File: src/rtl/first_stage_mac_accumulator_pkg.sv
// Shared defaults and types for the first-stage MAC accumulator slice.
package first_stage_pkg;

   localparam int DATA_W     = 8;
   localparam int ACC_W      = 20;
   localparam int VECTOR_LEN = 16;
   localparam int FIFO_DEPTH = 4;

   typedef logic [1:0] quadrant_t;

   // Saturation bounds for the default accumulator width.
   localparam logic signed [ACC_W-1:0] ACC_MAX = {1'b0, {(ACC_W-1){1'b1}}};
   localparam logic signed [ACC_W-1:0] ACC_MIN = {1'b1, {(ACC_W-1){1'b0}}};

endpackage

File: src/rtl/first_stage_mac_accumulator_if.sv
// Operand/result bus between the address generator, memories and the MAC accumulator.
interface first_stage_mac_accumulator_if #(
   parameter int DATA_W = 8,
   parameter int ACC_W  = 20
);
   import first_stage_pkg::*;

   logic              operand_valid;
   logic              last_element;
   quadrant_t         quadrant;
   logic [DATA_W-1:0] filter_data;
   logic [DATA_W-1:0] input_data;
   logic              en;
   logic [ACC_W-1:0]  result_data;
   quadrant_t         result_quadrant;
   logic              result_valid;
   logic              result_ready;
   logic              overflow;

   modport master (
      output operand_valid, last_element, quadrant, filter_data, input_data, result_ready,
      input  en, result_data, result_quadrant, result_valid, overflow
   );

   modport slave (
      input  operand_valid, last_element, quadrant, filter_data, input_data, result_ready,
      output en, result_data, result_quadrant, result_valid, overflow
   );

endinterface

File: src/rtl/first_stage_result_fifo.sv
// Small synchronous result FIFO; head is zero while empty.
module first_stage_result_fifo #(
   parameter int WIDTH = 22,
   parameter int DEPTH = 4
) (
   input  logic                           clock,
   input  logic                           clear_n,
   input  logic                           clear,
   input  logic                           push,
   input  logic [WIDTH-1:0]               push_data,
   input  logic                           pop,
   output logic [WIDTH-1:0]               head_data,
   output logic                           head_valid,
   output logic [$clog2(DEPTH+1)-1:0]     count
);
   import first_stage_pkg::*;

   localparam int AW = $clog2(DEPTH);
   localparam int CW = $clog2(DEPTH+1);

   logic [WIDTH-1:0] mem [DEPTH];
   logic [AW-1:0]    wr_ptr, rd_ptr;
   logic             do_push, do_pop;

   // Pop only a real head; push when there is room or the head leaves this cycle.
   always_comb begin
      do_pop     = pop & (count != '0);
      do_push    = push & ((count != CW'(DEPTH)) | do_pop);
      head_valid = (count != '0);
      head_data  = head_valid ? mem[rd_ptr] : '0;
   end

   // Pointer and occupancy bookkeeping; depth is a power of two so pointers wrap naturally.
   always_ff @(posedge clock or negedge clear_n) begin
      if (!clear_n) begin
         wr_ptr <= '0;
         rd_ptr <= '0;
         count  <= '0;
      end else if (clear) begin
         wr_ptr <= '0;
         rd_ptr <= '0;
         count  <= '0;
      end else begin
         if (do_push) wr_ptr <= wr_ptr + 1'b1;
         if (do_pop)  rd_ptr <= rd_ptr + 1'b1;
         count <= count + CW'(do_push) - CW'(do_pop);
      end
   end

   // Storage array; contents are don't-care until the count covers them.
   always_ff @(posedge clock) begin
      if (do_push) mem[wr_ptr] <= push_data;
   end

endmodule

File: src/rtl/first_stage_mac_accumulator.sv
// Multiply-accumulates returned weight/pixel pairs into per-vector partial sums,
// buffers finished sums and throttles address issue through a credit count.
module first_stage_mac_accumulator #(
   parameter int DATA_W      = first_stage_pkg::DATA_W,
   parameter int ACC_W       = first_stage_pkg::ACC_W,
   parameter int VECTOR_LEN  = first_stage_pkg::VECTOR_LEN,
   parameter int MEM_LATENCY = 1,
   parameter int FIFO_DEPTH  = first_stage_pkg::FIFO_DEPTH,
   parameter int RELU        = 1
) (
   input  logic                         clock,
   input  logic                         clear_n,
   input  logic                         clear,
   first_stage_mac_accumulator_if.slave bus
);
   import first_stage_pkg::*;

   localparam int PROD_W = 2*DATA_W + 1;
   localparam int RES_W  = ACC_W + 2;
   localparam int CNT_W  = $clog2(FIFO_DEPTH+1);
   localparam int RSV_W  = $clog2(FIFO_DEPTH + MEM_LATENCY + 4) + 1;
   localparam logic signed [ACC_W-1:0] SAT_MAX = {1'b0, {(ACC_W-1){1'b1}}};
   localparam logic signed [ACC_W-1:0] SAT_MIN = {1'b1, {(ACC_W-1){1'b0}}};

   if (MEM_LATENCY < 1 || MEM_LATENCY > 4) begin : g_bad_latency
      $error("MEM_LATENCY must be 1..4");
   end
   if (ACC_W < 2*DATA_W || VECTOR_LEN < 1) begin : g_bad_width
      $error("ACC_W must hold one product and VECTOR_LEN must be positive");
   end

   // align stage
   logic [MEM_LATENCY-1:0] al_vld, al_last;
   quadrant_t              al_quad [MEM_LATENCY];
   // multiply stage
   logic                       m_vld, m_last;
   quadrant_t                  m_quad;
   logic signed [PROD_W-1:0]   prod;
   // accumulate stage
   logic signed [ACC_W-1:0]    acc, acc_next, relu_out, res_data;
   logic signed [ACC_W:0]      sum_wide;
   logic                       sat_hit, res_vld, overflow_r;
   quadrant_t                  res_quad;
   // credit / fifo
   logic                       en_r, take;
   logic [RSV_W-1:0]           reserved;
   logic [CNT_W-1:0]           fifo_count;
   logic [RES_W-1:0]           head;
   logic                       head_valid;

   assign take = bus.operand_valid & en_r;

   // Delay issue tags so they line up with the data returned by the memories.
   always_ff @(posedge clock or negedge clear_n) begin
      if (!clear_n) begin
         al_vld  <= '0;
         al_last <= '0;
         for (int i = 0; i < MEM_LATENCY; i++) al_quad[i] <= '0;
      end else if (clear) begin
         al_vld  <= '0;
         al_last <= '0;
      end else begin
         al_vld[0]  <= take;
         al_last[0] <= take & bus.last_element;
         al_quad[0] <= bus.quadrant;
         for (int i = 1; i < MEM_LATENCY; i++) begin
            al_vld[i]  <= al_vld[i-1];
            al_last[i] <= al_last[i-1];
            al_quad[i] <= al_quad[i-1];
         end
      end
   end

   // Register the signed-weight by unsigned-pixel product.
   always_ff @(posedge clock or negedge clear_n) begin
      if (!clear_n) begin
         m_vld  <= 1'b0;
         m_last <= 1'b0;
         m_quad <= '0;
         prod   <= '0;
      end else if (clear) begin
         m_vld  <= 1'b0;
         m_last <= 1'b0;
      end else begin
         m_vld  <= al_vld[MEM_LATENCY-1];
         m_last <= al_last[MEM_LATENCY-1];
         m_quad <= al_quad[MEM_LATENCY-1];
         prod   <= $signed(bus.filter_data) * $signed({1'b0, bus.input_data});
      end
   end

   // One guard bit catches wrap; clamp to the signed range and apply optional ReLU.
   always_comb begin
      sum_wide = (ACC_W+1)'(acc) + (ACC_W+1)'(prod);
      sat_hit  = sum_wide[ACC_W] ^ sum_wide[ACC_W-1];
      acc_next = sum_wide[ACC_W-1:0];
      if (sat_hit) acc_next = sum_wide[ACC_W] ? SAT_MIN : SAT_MAX;
      relu_out = ((RELU != 0) && acc_next[ACC_W-1]) ? '0 : acc_next;
   end

   // Accumulate; a last element stages its sum for the FIFO and restarts the accumulator.
   always_ff @(posedge clock or negedge clear_n) begin
      if (!clear_n) begin
         acc        <= '0;
         overflow_r <= 1'b0;
         res_vld    <= 1'b0;
         res_data   <= '0;
         res_quad   <= '0;
      end else if (clear) begin
         acc        <= '0;
         overflow_r <= 1'b0;
         res_vld    <= 1'b0;
      end else begin
         res_vld <= m_vld & m_last;
         if (m_vld) begin
            acc        <= m_last ? '0 : acc_next;
            overflow_r <= overflow_r | sat_hit;
            res_data   <= relu_out;
            res_quad   <= m_quad;
         end
      end
   end

   // Results owed = FIFO entries + last flags in flight, including one being issued now.
   always_comb begin
      reserved = RSV_W'(fifo_count);
      for (int i = 0; i < MEM_LATENCY; i++) reserved = reserved + RSV_W'(al_last[i]);
      reserved = reserved + RSV_W'(m_last) + RSV_W'(res_vld)
               + RSV_W'(take & bus.last_element);
   end

   // Issue enable drops once every FIFO slot is spoken for, so pushes are never refused.
   always_ff @(posedge clock or negedge clear_n) begin
      if (!clear_n)   en_r <= 1'b1;
      else if (clear) en_r <= 1'b1;
      else            en_r <= (reserved < RSV_W'(FIFO_DEPTH));
   end

   first_stage_result_fifo #(
      .WIDTH (RES_W),
      .DEPTH (FIFO_DEPTH)
   ) u_fifo (
      .clock      (clock),
      .clear_n    (clear_n),
      .clear      (clear),
      .push       (res_vld),
      .push_data  ({res_quad, res_data}),
      .pop        (head_valid & bus.result_ready),
      .head_data  (head),
      .head_valid (head_valid),
      .count      (fifo_count)
   );

   assign bus.en              = en_r;
   assign bus.overflow        = overflow_r;
   assign bus.result_valid    = head_valid;
   assign bus.result_data     = head[ACC_W-1:0];
   assign bus.result_quadrant = head[ACC_W+1:ACC_W];

endmodule

File: src/flat_wrapper.sv
// flat-port wrapper written by rule: the top's interface ports become plain ports
module first_stage_mac_accumulator_flat import first_stage_pkg::*;
#(
   parameter int DATA_W      = first_stage_pkg::DATA_W,
   parameter int ACC_W       = first_stage_pkg::ACC_W,
   parameter int VECTOR_LEN  = first_stage_pkg::VECTOR_LEN,
   parameter int MEM_LATENCY = 1,
   parameter int FIFO_DEPTH  = first_stage_pkg::FIFO_DEPTH,
   parameter int RELU        = 1
)
  (clock, clear_n, clear, bus_operand_valid, bus_last_element, bus_quadrant, bus_filter_data, bus_input_data, bus_result_ready, bus_en, bus_result_data, bus_result_quadrant, bus_result_valid, bus_overflow);
  first_stage_mac_accumulator_if #(.DATA_W(DATA_W), .ACC_W(ACC_W)) bus_i ();
  input  logic clock;
  input  logic clear_n;
  input  logic clear;
  input wire logic [$bits(bus_i.operand_valid)-1:0] bus_operand_valid;
  input wire logic [$bits(bus_i.last_element)-1:0] bus_last_element;
  input wire logic [$bits(bus_i.quadrant)-1:0] bus_quadrant;
  input wire logic [$bits(bus_i.filter_data)-1:0] bus_filter_data;
  input wire logic [$bits(bus_i.input_data)-1:0] bus_input_data;
  input wire logic [$bits(bus_i.result_ready)-1:0] bus_result_ready;
  output wire logic [$bits(bus_i.en)-1:0] bus_en;
  output wire logic [$bits(bus_i.result_data)-1:0] bus_result_data;
  output wire logic [$bits(bus_i.result_quadrant)-1:0] bus_result_quadrant;
  output wire logic [$bits(bus_i.result_valid)-1:0] bus_result_valid;
  output wire logic [$bits(bus_i.overflow)-1:0] bus_overflow;
  assign bus_i.operand_valid = bus_operand_valid;
  assign bus_i.last_element = bus_last_element;
  assign bus_i.quadrant = bus_quadrant;
  assign bus_i.filter_data = bus_filter_data;
  assign bus_i.input_data = bus_input_data;
  assign bus_i.result_ready = bus_result_ready;
  assign bus_en = bus_i.en;
  assign bus_result_data = bus_i.result_data;
  assign bus_result_quadrant = bus_i.result_quadrant;
  assign bus_result_valid = bus_i.result_valid;
  assign bus_overflow = bus_i.overflow;
  first_stage_mac_accumulator #(.DATA_W(DATA_W), .ACC_W(ACC_W), .VECTOR_LEN(VECTOR_LEN), .MEM_LATENCY(MEM_LATENCY), .FIFO_DEPTH(FIFO_DEPTH), .RELU(RELU)) u_core (.clock(clock), .clear_n(clear_n), .clear(clear), .bus(bus_i));
endmodule
File: config.mk
export PLATFORM = sky130hd
export DESIGN_NAME = first_stage_mac_accumulator_flat
export DESIGN_NICKNAME = d
export VERILOG_FILES = /design/src/rtl/first_stage_mac_accumulator_pkg.sv /design/src/rtl/first_stage_mac_accumulator_if.sv /design/src/rtl/first_stage_result_fifo.sv /design/src/rtl/first_stage_mac_accumulator.sv /design/src/flat_wrapper.sv
export SDC_FILE = /design/constraint.sdc
export NUM_CORES = 1
export LEC_CHECK = 0
export CORE_UTILIZATION = 55
export DETAILED_ROUTE_END_ITERATION = 10
export PLACE_DENSITY = 0.74
export RECOVER_POWER = 100
export SYNTH_ARGS = -nofsm -noshare
export SYNTH_HDL_FRONTEND = slang
export SYNTH_SLANG_ARGS = --single-unit
File: constraint.sdc
create_clock -name clock -period 5.9 [get_ports clock]
set_input_delay 0.885 -clock clock [delete_from_list [all_inputs] [get_ports clock]]
set_output_delay 0.885 -clock clock [all_outputs]
set_load 0.01 [all_outputs]
### Yosys cells after proc, flatten, opt, wreduce, memory -nomap -nowiden

Memory sizes are Yosys's and may differ from the RTL's.
Cells that the tools add are included.

* logic and storage cells: 67
* memory bits (writable): 88
* flip-flop bits (word level): 77
* memories: 1

Memories
* u_core.u_fifo.mem: depth 4, bits a word 22, read ports 1, clocked after memory_dff 0, write ports 1, RTL line first_stage_result_fifo.sv:21 `logic [WIDTH-1:0] mem [DEPTH];`

* mux-type cells: 22
* reduce and logical (&&, ||, !) cells: 5
* add/subtract/negate cells: 9
* eq/ne operators: 1
* bitwise operators: 11
* multiply operators: 1
* $lt $le $gt $ge: 1

Operators by type and width (number)
* two-way mux 20 bit: 5
* two-way mux 22 bit: 1
* adder 20 x 17 -> 21 bit: 1
* two-way mux 19 bit: 1
* multiplier 8 x 9 -> 17 bit: 1
* adder 5 x 1 -> 5 bit: 2
* two-way mux 1 bit: 10
* two-way mux 2 bit: 4
* bitwise AND 1 bit: 7
* nonzero test 2 bit: 3
* adder 5 bit: 1
* < comparator 5 x 3 -> 1 bit (second input constant): 1
* adder 2 x 1 -> 2 bit (second input constant): 2
* adder 3 x 1 -> 4 bit: 1
* adder 3 x 1 -> 3 bit: 1
* two-way mux 3 bit: 1
* inequality test 3 bit (second input constant): 1
* nonzero test 3 bit: 1
* subtractor 3 x 1 -> 3 bit: 1
* bitwise OR 1 bit: 2
* AND reduction 2 bit: 1
* NOT 1 bit: 1
* bitwise XOR 1 bit: 1

### Longest topological paths before layout

Gate-level depths: netlist of the first run.

* depth in word-level cells: 8
* mapped depth: 18

### Cells and area by module

Synthesis of the first run repeated with hierarchy kept, for this count alone.

* cells, all modules: 812
* area, all modules: 9740.6 sq um

By module, submodules not included
* first_stage_mac_accumulator: cells each 626, times used 1, area an instance 5950.7 sq um
* first_stage_result_fifo: cells each 186, times used 1, area an instance 3789.9 sq um

### Worst setup path after synthesis of the first run

Ideal clock, no wire load.

* path kind: input -> register
* start point: input port bus_filter_data[6]
* end point: register u_core.prod[14]
* slack: 1.193 ns
* stages: 15
* library setup time: 0.125 ns
* data arrival time: 4.582 ns
* cell sequence: and2_1 > fa_1 > fa_1 > fa_1 > inv_1 > fa_1 > inv_1 > ha_1 > o21ai_0 > nand2b_1 > nor2b_1 > a211oi_1 > nor2_1 > xor2_1 > mux2_2

* word-level cells in the longest chain between the ends: 1

RTL lines
* from (decl): RTL line flat_wrapper.sv:19 `input wire logic [$bits(bus_i.filter_data)-1:0] bus_filter_data;`
* multiplier 8 x 9 -> 17 bit: RTL line first_stage_mac_accumulator.sv:88 `prod <= $signed(bus.filter_data) * $signed({1'b0, bus.input_data});`
* to (signal assigned): RTL line first_stage_mac_accumulator.sv:88
* to (decl): RTL line first_stage_mac_accumulator.sv:38 `logic signed [PROD_W-1:0] prod;`

Every way passes these cells.
A chain may end at the register's enable or synchronous reset.

### Final worst setup path of the first run

* start point: input port bus_filter_data[7]
* end point: register u_core.prod[16]

The elaborated chain is that of the path after synthesis.

==> impl_metrics.ini, run 1 <==
[status]
status = finished, violations left
violations = max-capacitance violations, max-slew violations

[routing]
drt-pass1-iter-count = 5
drc = 0
ant_nets = 0
drt_iter0_markers = 423
drt-total-wl_um = 19200
via_count = 6412
vias_per_cell = 5.80
routedWlPerCell_um = 17.4

[global_route]
grt_pass1_vias = 6572
grt_max_degree = 77
grt-busiest-layer = met2
grt_pass1_wl_um = 32100
met2_usage_pct = 38.7
antenna_found_initial = 0
overflow = 0
met3_usage_pct = 4.02
grt_use_met1_pct = 30.0
track_usage_pct = 23.0

[logic_synthesis]
synth_edf_count = 84
synth_common_cells = 84 x edfxtp_1, 75 x dfrtp_1, 72 x and2_1, 72 x ha_1, 69 x inv_1
ys_top_cells_by_area = edfxtp_1 26%, dfrtp_1 19%, ha_1 9.3%
synth_ff_type = edfxtp_1
synth_area_per_cell_sq_um = 11.7
yosysMostFrequentCell = edfxtp_1
synth_warnings = 0
async_flop_share_pct = 47.5
syn_nets = 963
synth.yosys.seq_area_share_pct = 45.6
synth_top_area_cell = edfxtp_1
synth_top_area_share_pct = 26.0
yosysUniqueCellTypes = 62
syn_inst = 827
syn_area_sq_um = 9710
synth-seq-cells = 160

[timing]
rsz0062_at_grt = no
hold_viol_final = 0
tightest_slew_ns = 4.12
tns_ns = 0
skew_ns = 0.0114
setup_viol = 0
drv_slew = 233
max_freq_mhz = 186
slew_headroom_pct = -175
min_period_ns = 5.38
fin_crit_sh_pct = 91.2

[clocking]
cts.clk_slew.worst_paths_ns = 0.06
cts_max_level = 4
cts-hold-fix-buffers = 0
cts_resized = 0
cts_root_buffer = clkbuf_16
tritoncts = built
clk_path_buf_depth = 2
cts_inserted_buffers = 17
post_cts_buffers = 0
clock_sinks = 160
worstSkewPairLatency_ns = 0.43

[setup_path]
crit_family = adder cells
setup.worst_path.start_class = input port
path_max_fanout = 10
critical_path_arrival_ns = 5.61
crit_required_ns = 6.13
slowest_stage = dlygate4sd3_1
worstSetupEndpointType = flop
worstSetupPathType = input port to flop
path_cells = dlygate4sd3_1, nor2b_1, fa_1, fa_1, fa_1, inv_1, fa_1, inv_1, ha_1, o21ai_0, nand2b_1, nor2b_1, a211oi_1, a21oi_1, xnor2_1, o21ai_0
crit_top_cell = fa_1
crit_path_max_incr_delay_ns = 0.77
critical_path_buf_inv_count = 3

[die]
core_area_sq_um = 17300
ios = 49
dieArea_sq_um = 18200
die_height_um = 135
chipWidth_um = 135
initial_core_util_pct = 56.2
rows = 48

[layout]
antenna-diode-count = 0
drive_gt1_share_pct = 9.43
areaGrowthSynthToFinish_pct = 12.0
fin_area_sq_um = 10900
layout.nets = 1003

[power_and_ir_drop]
max-vdd-ir-drop_uv = 236
p_leak_nw = 4.71
clock_power_share_pct = 25.1
intPower_mw = 2.67
cellPowerDensity_nw_per_um2 = 384
p_switching_mw = 1.51
p_sw_share_pct = 36.1
combPwrFrac_pct = 37.6
pwr-share-seq_pct = 37.3

[placement]
dp_hpwl_um = 14100
place_area_sq_um = 10300
port_buffers = 47
gp_congestion = 0.950

[flow_run]
drv_cap = 7

[min_path]
min_path_type = flop to flop
metal layers:
layer / part of all wire [%] / up-vias
met5: 0 / -
met4: 2.0 / 0
met3: 4.0 / 44
met2: 51 / 180
met1: 43 / 3192
li1: - / 2996
power groups by stage:
| stage | Sequential, mW | Clock [mW] | Combinational [mW] |
|---|---|---|---|
| 2_1_floorplan | 1.50 | 0 | 1.19 |
| 5_1_grt | 1.58 | 1.11 | 1.77 |
| 3_3_place_gp | 1.56 | 0 | 1.57 |
| 3_5_place_dp | 1.58 | 0 | 1.61 |
| 6_report | 1.56 | 1.05 | 1.57 |
| 4_1_cts | 1.56 | 1.06 | 1.63 |
stage by stage:
stage | std cells | utilization [%] | hold slack, ns | setup slack (ns) | power [mW]
2_1_floorplan | 827 | - | 0.439 | 1.19 | 2.69
4_1_cts | 1105 | 63.0 | 0.501 | 0.630 | 4.25
3_3_place_gp | 1073 | 59.7 | 0.477 | 0.350 | 3.13
5_1_grt | 1105 | 62.9 | 0.517 | 0.191 | 4.46
6_report | 1105 | 62.9 | 0.498 | 0.517 | 4.18
3_5_place_dp | 1073 | 59.7 | 0.485 | 0.209 | 3.20
final cells by class:
| class | count | area [sq um] |
|---|---|---|
| fillers | 1298 | 6410 |
| multi-input cells | 568 | 4860 |
| flip-flops and latches | 160 | 4430 |
| repair buffers | 51 | 483 |
| clock buffers | 17 | 425 |
| well taps | 225 | 282 |
| inverters | 69 | 259 |
| clock inverters | 15 | 148 |
cells in the final DEF, fill, tap and decap left out, types with 5 or more instances in the layout:
master           Yosys  routed
a211o_1              7       7
a211oi_1             6       6
a21o_1              16      16
a21oi_1             31      31
a221o_1              5       5
a22oi_1              5       5
and2_0               0       5
and2_1              72      67
clkbuf_16            0      17
clkdlybuf4s50_1      0      19
dfrtp_1             75      75
dlygate4sd3_1        0      27
edfxtp_1            84      84
fa_1                40      40
ha_1                72      72
inv_1               69      69
mux2_2              13      13
mux4_2              21      21
nand2_1             65      65
nand2b_1            10      10
nand3_1              8       8
nor2_1              36      36
nor2b_1             12      12
nor3_1               5       5
o211ai_1             6       6
o21ai_0             40      52
o21bai_1             5       5
xnor2_1             16      16
xor2_1              18      18
worst paths after layout:
path | end | cells past startpoint | startpoint | slack, ns
hold / removal | u_core.prod[9]$_DFFE_PN0N_ | 2 | u_core.prod[9]$_DFFE_PN0N_ | 0.50
setup reg to reg | u_core.acc[10]$_DFFE_PN0P_ | 8 | u_core.acc[10]$_DFFE_PN0P_ | 2.76
min in group asynchronous | u_core.acc[13]$_DFFE_PN0P_ | 1 | clear_n | 1.90
setup / recovery | u_core.prod[16]$_DFFE_PN0N_ | 16 | bus_filter_data[7] | 0.52
hold reg to reg | u_core.prod[9]$_DFFE_PN0N_ | 2 | u_core.prod[9]$_DFFE_PN0N_ | 0.50
max in group asynchronous | u_core.u_fifo.count[0]$_DFF_PN0_ | 1 | clear_n | 1.67
worst register-to-register path: stages, from the launching register on:
cell and delay (ns):
dfrtp_1 0.40, ha_1 0.42, a21oi_2 0.27, o221ai_2 0.15
a21oi_2 0.25, mux2i_1 0.30, and2_1 0.75, o21ai_0 0.29
o21ai_0 0.23
sequential cells by signal (all words and copies together) (netlist names):
signal,flops
u_core.u_fifo.mem,84
u_core.acc,20
u_core.res_data,19
u_core.prod,17
u_core.u_fifo.count,3
u_core.al_quad,2
u_core.m_quad,2
u_core.res_quad,2
u_core.u_fifo.rd_ptr,2
u_core.u_fifo.wr_ptr,2
u_core.al_last,1
u_core.al_vld,1
u_core.bus.en,1
u_core.bus.overflow,1
u_core.m_last,1
u_core.m_vld,1
u_core.res_vld,1
cells by family after synthesis:
family	after synthesis	share of synthesized area [%]
xor+xnor	34	3.07
mux	36	6.58
compound gates	164	11.3
buf+inv	99	4.39
fa+ha+maj	112	17.5
flops	160	45.6
other cells	1	0.0386
simple gates	221	11.5
No activity file was read; power rests on OpenSTA's default activity.
==> inputs of run 2 (changes only) <==
--- a/config.mk
+++ b/config.mk
@@ -9,6 +9,7 @@
 export DETAILED_ROUTE_END_ITERATION = 10
 export PLACE_DENSITY = 0.74
 export RECOVER_POWER = 100
+export SLEW_MARGIN = 20
 export SYNTH_ARGS = -nofsm -noshare
 export SYNTH_HDL_FRONTEND = slang
 export SYNTH_SLANG_ARGS = --single-unit
==> impl_metrics.ini, run 2 (same netlist as run 1, synthesis figures left out) <==
[timing]
tightest_slew_ns = 4.14
max_freq_mhz = 186
min_period_ns = 5.38
skew_ns = 0.0110
rsz0062_at_grt = no
hold_ws_ns = 0.498
slew_headroom_pct = -176
hold_viol_final = 0
drv_slew = 233
setup_viol = 0
fin_crit_sh_pct = 91.1
tns_ns = 0

[clocking]
worstSkewPairLatency_ns = 0.43
clk_path_buf_depth = 2
cts-hold-fix-buffers = 0
cts_resized = 0
post_cts_buffers = 0
tritoncts = built
cts.clk_slew.worst_paths_ns = 0.06
cts_max_level = 4
clock_sinks = 160
cts_inserted_buffers = 17
cts_root_buffer = clkbuf_16

[routing]
routedWlPerCell_um = 17.4
drt-total-wl_um = 19200
drt_iter0_markers = 374
vias_per_cell = 5.80
via_count = 6406
drt-pass1-iter-count = 5
ant_nets = 0
drc = 0

[die]
ios = 49
chipWidth_um = 135
dieArea_sq_um = 18200
initial_core_util_pct = 56.2
die_height_um = 135
core_area_sq_um = 17300
rows = 48

[layout]
layout.nets = 1003
largest_reg_flops = 84
layout_commonest_cell = edfxtp_1
regArea_sq_um = 4430
reg.largest.list = u_core.u_fifo.mem x84, u_core.acc x20, u_core.res_data x19
top_register = u_core.u_fifo.mem
drive_gt1_share_pct = 9.43
multi_input_area_sq_um = 4860
final_cell_mix = 84 x edfxtp_1, 75 x dfrtp_1, 72 x ha_1, 69 x inv_1, 67 x and2_1
fillers = 1300
antenna-diode-count = 0
areaGrowthSynthToFinish_pct = 12.0

[setup_path]
critical_path_arrival_ns = 5.61
critical_path_buf_inv_count = 3
crit_family = adder cells
crit_top_cell = fa_1
setup.worst_path.start_class = input port
reg2reg_depth = 8
critPathCapture = u_core.prod[16]$_DFFE_PN0N_
worstSetupPathDepth = 16
rr_startpoint = u_core.acc[10]$_DFFE_PN0P_
path_cells = dlygate4sd3_1, nor2b_1, fa_1, fa_1, fa_1, inv_1, fa_1, inv_1, ha_1, o21ai_0, nand2b_1, nor2b_1, a211oi_1, a21oi_1, xnor2_1, o21ai_0
r2r-end = u_core.acc[10]$_DFFE_PN0P_
crit_required_ns = 6.13
path_max_fanout = 10
crit_path_max_incr_delay_ns = 0.77
reg2reg_slack_ns = 2.76
worstSetupPathType = input port to flop
startpoint = bus_filter_data[7]
worstSetupEndpointType = flop
slowest_stage = dlygate4sd3_1

[power_and_ir_drop]
p_switching_mw = 1.50
p_sw_share_pct = 36.0
intPower_mw = 2.67
max-vdd-ir-drop_uv = 234
cellPowerDensity_nw_per_um2 = 383
p_leak_nw = 4.71
pwr-share-seq_pct = 37.3
clock_power_share_pct = 25.1
combPwrFrac_pct = 37.6

[placement]
gp_congestion = 0.950
dp_hpwl_um = 14100
port_buffers = 47

[global_route]
grt_pass1_vias = 6572
track_usage_pct = 23.0
grt_pass1_wl_um = 32100
antenna_found_initial = 0
overflow = 0
grt_max_degree = 77

[status]
status = finished, violations left
violations = max-capacitance violations, max-slew violations

[flow_run]
drv_cap = 7

[min_path]
min_path_type = flop to flop
run 2: cell counts in the layout (fill, tap and decap cells not counted):
No cell type changed its count.
run 2: stage by stage:
stage | instance area, sq um | power [mW] | utilization, % | instances | setup WS (ns)
floorplan | 9710 | 2.69 | - | 827 | 1.19
global placement | 10300 | 3.13 | 59.7 | 1073 | 0.350
detailed placement | 10300 | 3.20 | 59.7 | 1073 | 0.209
CTS | 10900 | 4.25 | 63.0 | 1105 | 0.630
global route | 10900 | 4.46 | 62.9 | 1105 | 0.191
finish | 10900 | 4.17 | 62.9 | 1105 | 0.523
run 2: metal layers:
metal  global-route usage (%)  share of wire, %  wire length [um]
met4                     8.61               2.1               401
met3                     4.02               4.3               820
met5                        0                 0                 0
met1                     30.0                43              8180
met2                     38.7                51              9790
run 2: worst min-delay path, delay by kind of cell (launching register included):
family,cells,cell delay (ns)
flops,1,0.35
compound gates,1,0.06
simple gates,1,0.05
run 2: area by class of cell:
| class | instances | share of cell area, % |
|---|---|---|
| Multi-Input combinational cell | 568 | 44.7 |
| Sequential cell | 160 | 40.7 |
| Timing Repair Buffer | 51 | 4.44 |
| Clock buffer | 17 | 3.91 |
| Tap cell | 225 | 2.59 |
| Inverter | 69 | 2.38 |
| Clock inverter | 15 | 1.36 |
run 2: how the worst min path moves through the flow:
| stage | start | cells after the start | slack, ns | end |
|---|---|---|---|---|
| final | u_core.prod[9]$_DFFE_PN0N_ | 2 | 0.50 | u_core.prod[9]$_DFFE_PN0N_ |
| after global routing | u_core.acc[13]$_DFFE_PN0P_ | 1 | 0.52 | u_core.acc[13]$_DFFE_PN0P_ |
| after CTS | u_core.acc[17]$_DFFE_PN0P_ | 1 | 0.50 | u_core.acc[17]$_DFFE_PN0P_ |
| after detailed placement | u_core.acc[17]$_DFFE_PN0P_ | 1 | 0.49 | u_core.acc[17]$_DFFE_PN0P_ |
| after global placement | u_core.acc[13]$_DFFE_PN0P_ | 1 | 0.48 | u_core.acc[13]$_DFFE_PN0P_ |
| after floorplan | u_core.al_vld$_DFF_PN0_ | 1 | 0.44 | u_core.m_vld$_DFF_PN0_ |
run 2: power by group through the flow:
stage	sequential [mW]	combinational, mW	clock (mW)
floorplan	1.50	1.19	0
global placement	1.56	1.57	0
detailed placement	1.58	1.61	0
CTS	1.56	1.63	1.06
global route	1.58	1.77	1.11
finish	1.56	1.57	1.05
==> edit (flow settings as in run 1) <==
`ACC_W` is set to 20 in 2 places; all go to 40.
--- a/src/rtl/first_stage_mac_accumulator_pkg.sv
+++ b/src/rtl/first_stage_mac_accumulator_pkg.sv
@@ -4,3 +4,3 @@
    localparam int DATA_W     = 8;
-   localparam int ACC_W      = 20;
+   localparam int ACC_W      = 40;
    localparam int VECTOR_LEN = 16;
--- a/src/rtl/first_stage_mac_accumulator_if.sv
+++ b/src/rtl/first_stage_mac_accumulator_if.sv
@@ -3,3 +3,3 @@
    parameter int DATA_W = 8,
-   parameter int ACC_W  = 20
+   parameter int ACC_W  = 40
 );
Ports: changed (resized bus_result_data); port bits go from 49 to 69. No check against the original RTL was run, so the function may have changed too.
==> edit against run 1 <==
The run still ends with capacitance limit, slew limit left; final area rose by 59%; sequential cell count rose by 120; critical path depth rose by 2; total power increased by 71%; count of clock-buffer cells in the layout up 25; hold slack lost 0.032 ns; synthesized area increased by 58%; combinational power up 57%; sequential share of layout area is 4.5 points higher; setup slack worse by 0.057 ns; wire length up 63%; critical path type unchanged; highest routed layer unchanged.
==> edit: results <==
export IMPL_inv_count=77
export IMPL_ys_async_sr_fraction=0.414
export IMPL_ys_seq_area_frac=0.510
export IMPL_power_frac_seq=0.388
export IMPL_synth_seq_cells=280
export IMPL_grt_pass1_vias=9892
export IMPL_max_slew_margin_rel=-1.03
export IMPL_drt_iter0_markers=788
export IMPL_nClkBuffers=42
export IMPL_largestRegisters="u_core.u_fifo.mem x164, u_core.acc x40, u_core.res_data x39"
export IMPL_status="complete, but fails checks"
export IMPL_synthMuxAreaShare=0.0681
export IMPL_synth_commonest_cells="edfxtp_1, dfrtp_1, nand2_1"
export IMPL_port_buffers=67
export IMPL_violations="capacitance limit, slew limit"
export IMPL_synth_edf_count=164
export IMPL_post_drt_wl_per_cell_um=18.3
export IMPL_max_cap_viol_count=10
export IMPL_synth_fa_ha_area_frac=0.127
export IMPL_slew_viol_final=450
export IMPL_cts_buffers=29
export IMPL_fin_skew_ns=0.0181
export IMPL_seq_share=0.452
export IMPL_worstPathRequired_ns=6.31
export IMPL_dp_slack_ns=0.0226
export IMPL_fillCellCount=2049
edit: final timing paths:
path,slack (ns),from,cells past startpoint,to
max,0.46,bus_input_data[1],18,u_core.prod[16]
min,0.47,u_core.al_vld,1,u_core.m_vld
max reg2reg,0.59,u_core.prod[16],12,u_core.res_data[29]
min reg2reg,0.47,u_core.al_vld,1,u_core.m_vld
max in group asynchronous,1.83,clear_n,2,u_core.res_quad[0]
min in group asynchronous,1.04,clear_n,1,u_core.acc[32]
edit: layer usage:
metal / up-vias / global-route usage / part of all wire
li1: 4718 / - / -
met1: 4994 / 0.327 / 0.46
met2: 262 / 0.379 / 0.48
met3: 32 / 0.0283 / 0.046
met4: 0 / 0.0435 / 0.011
met5: - / 0 / 0
edit: stage by stage:
stage	hold slack (ns)	utilization	area (sq um)
2_1_floorplan	0.433	-	15400
3_3_place_gp	0.442	0.602	16400
3_5_place_dp	0.461	0.602	16400
4_1_cts	0.338	0.639	17400
5_1_grt	0.509	0.637	17300
6_report	0.465	0.637	17300
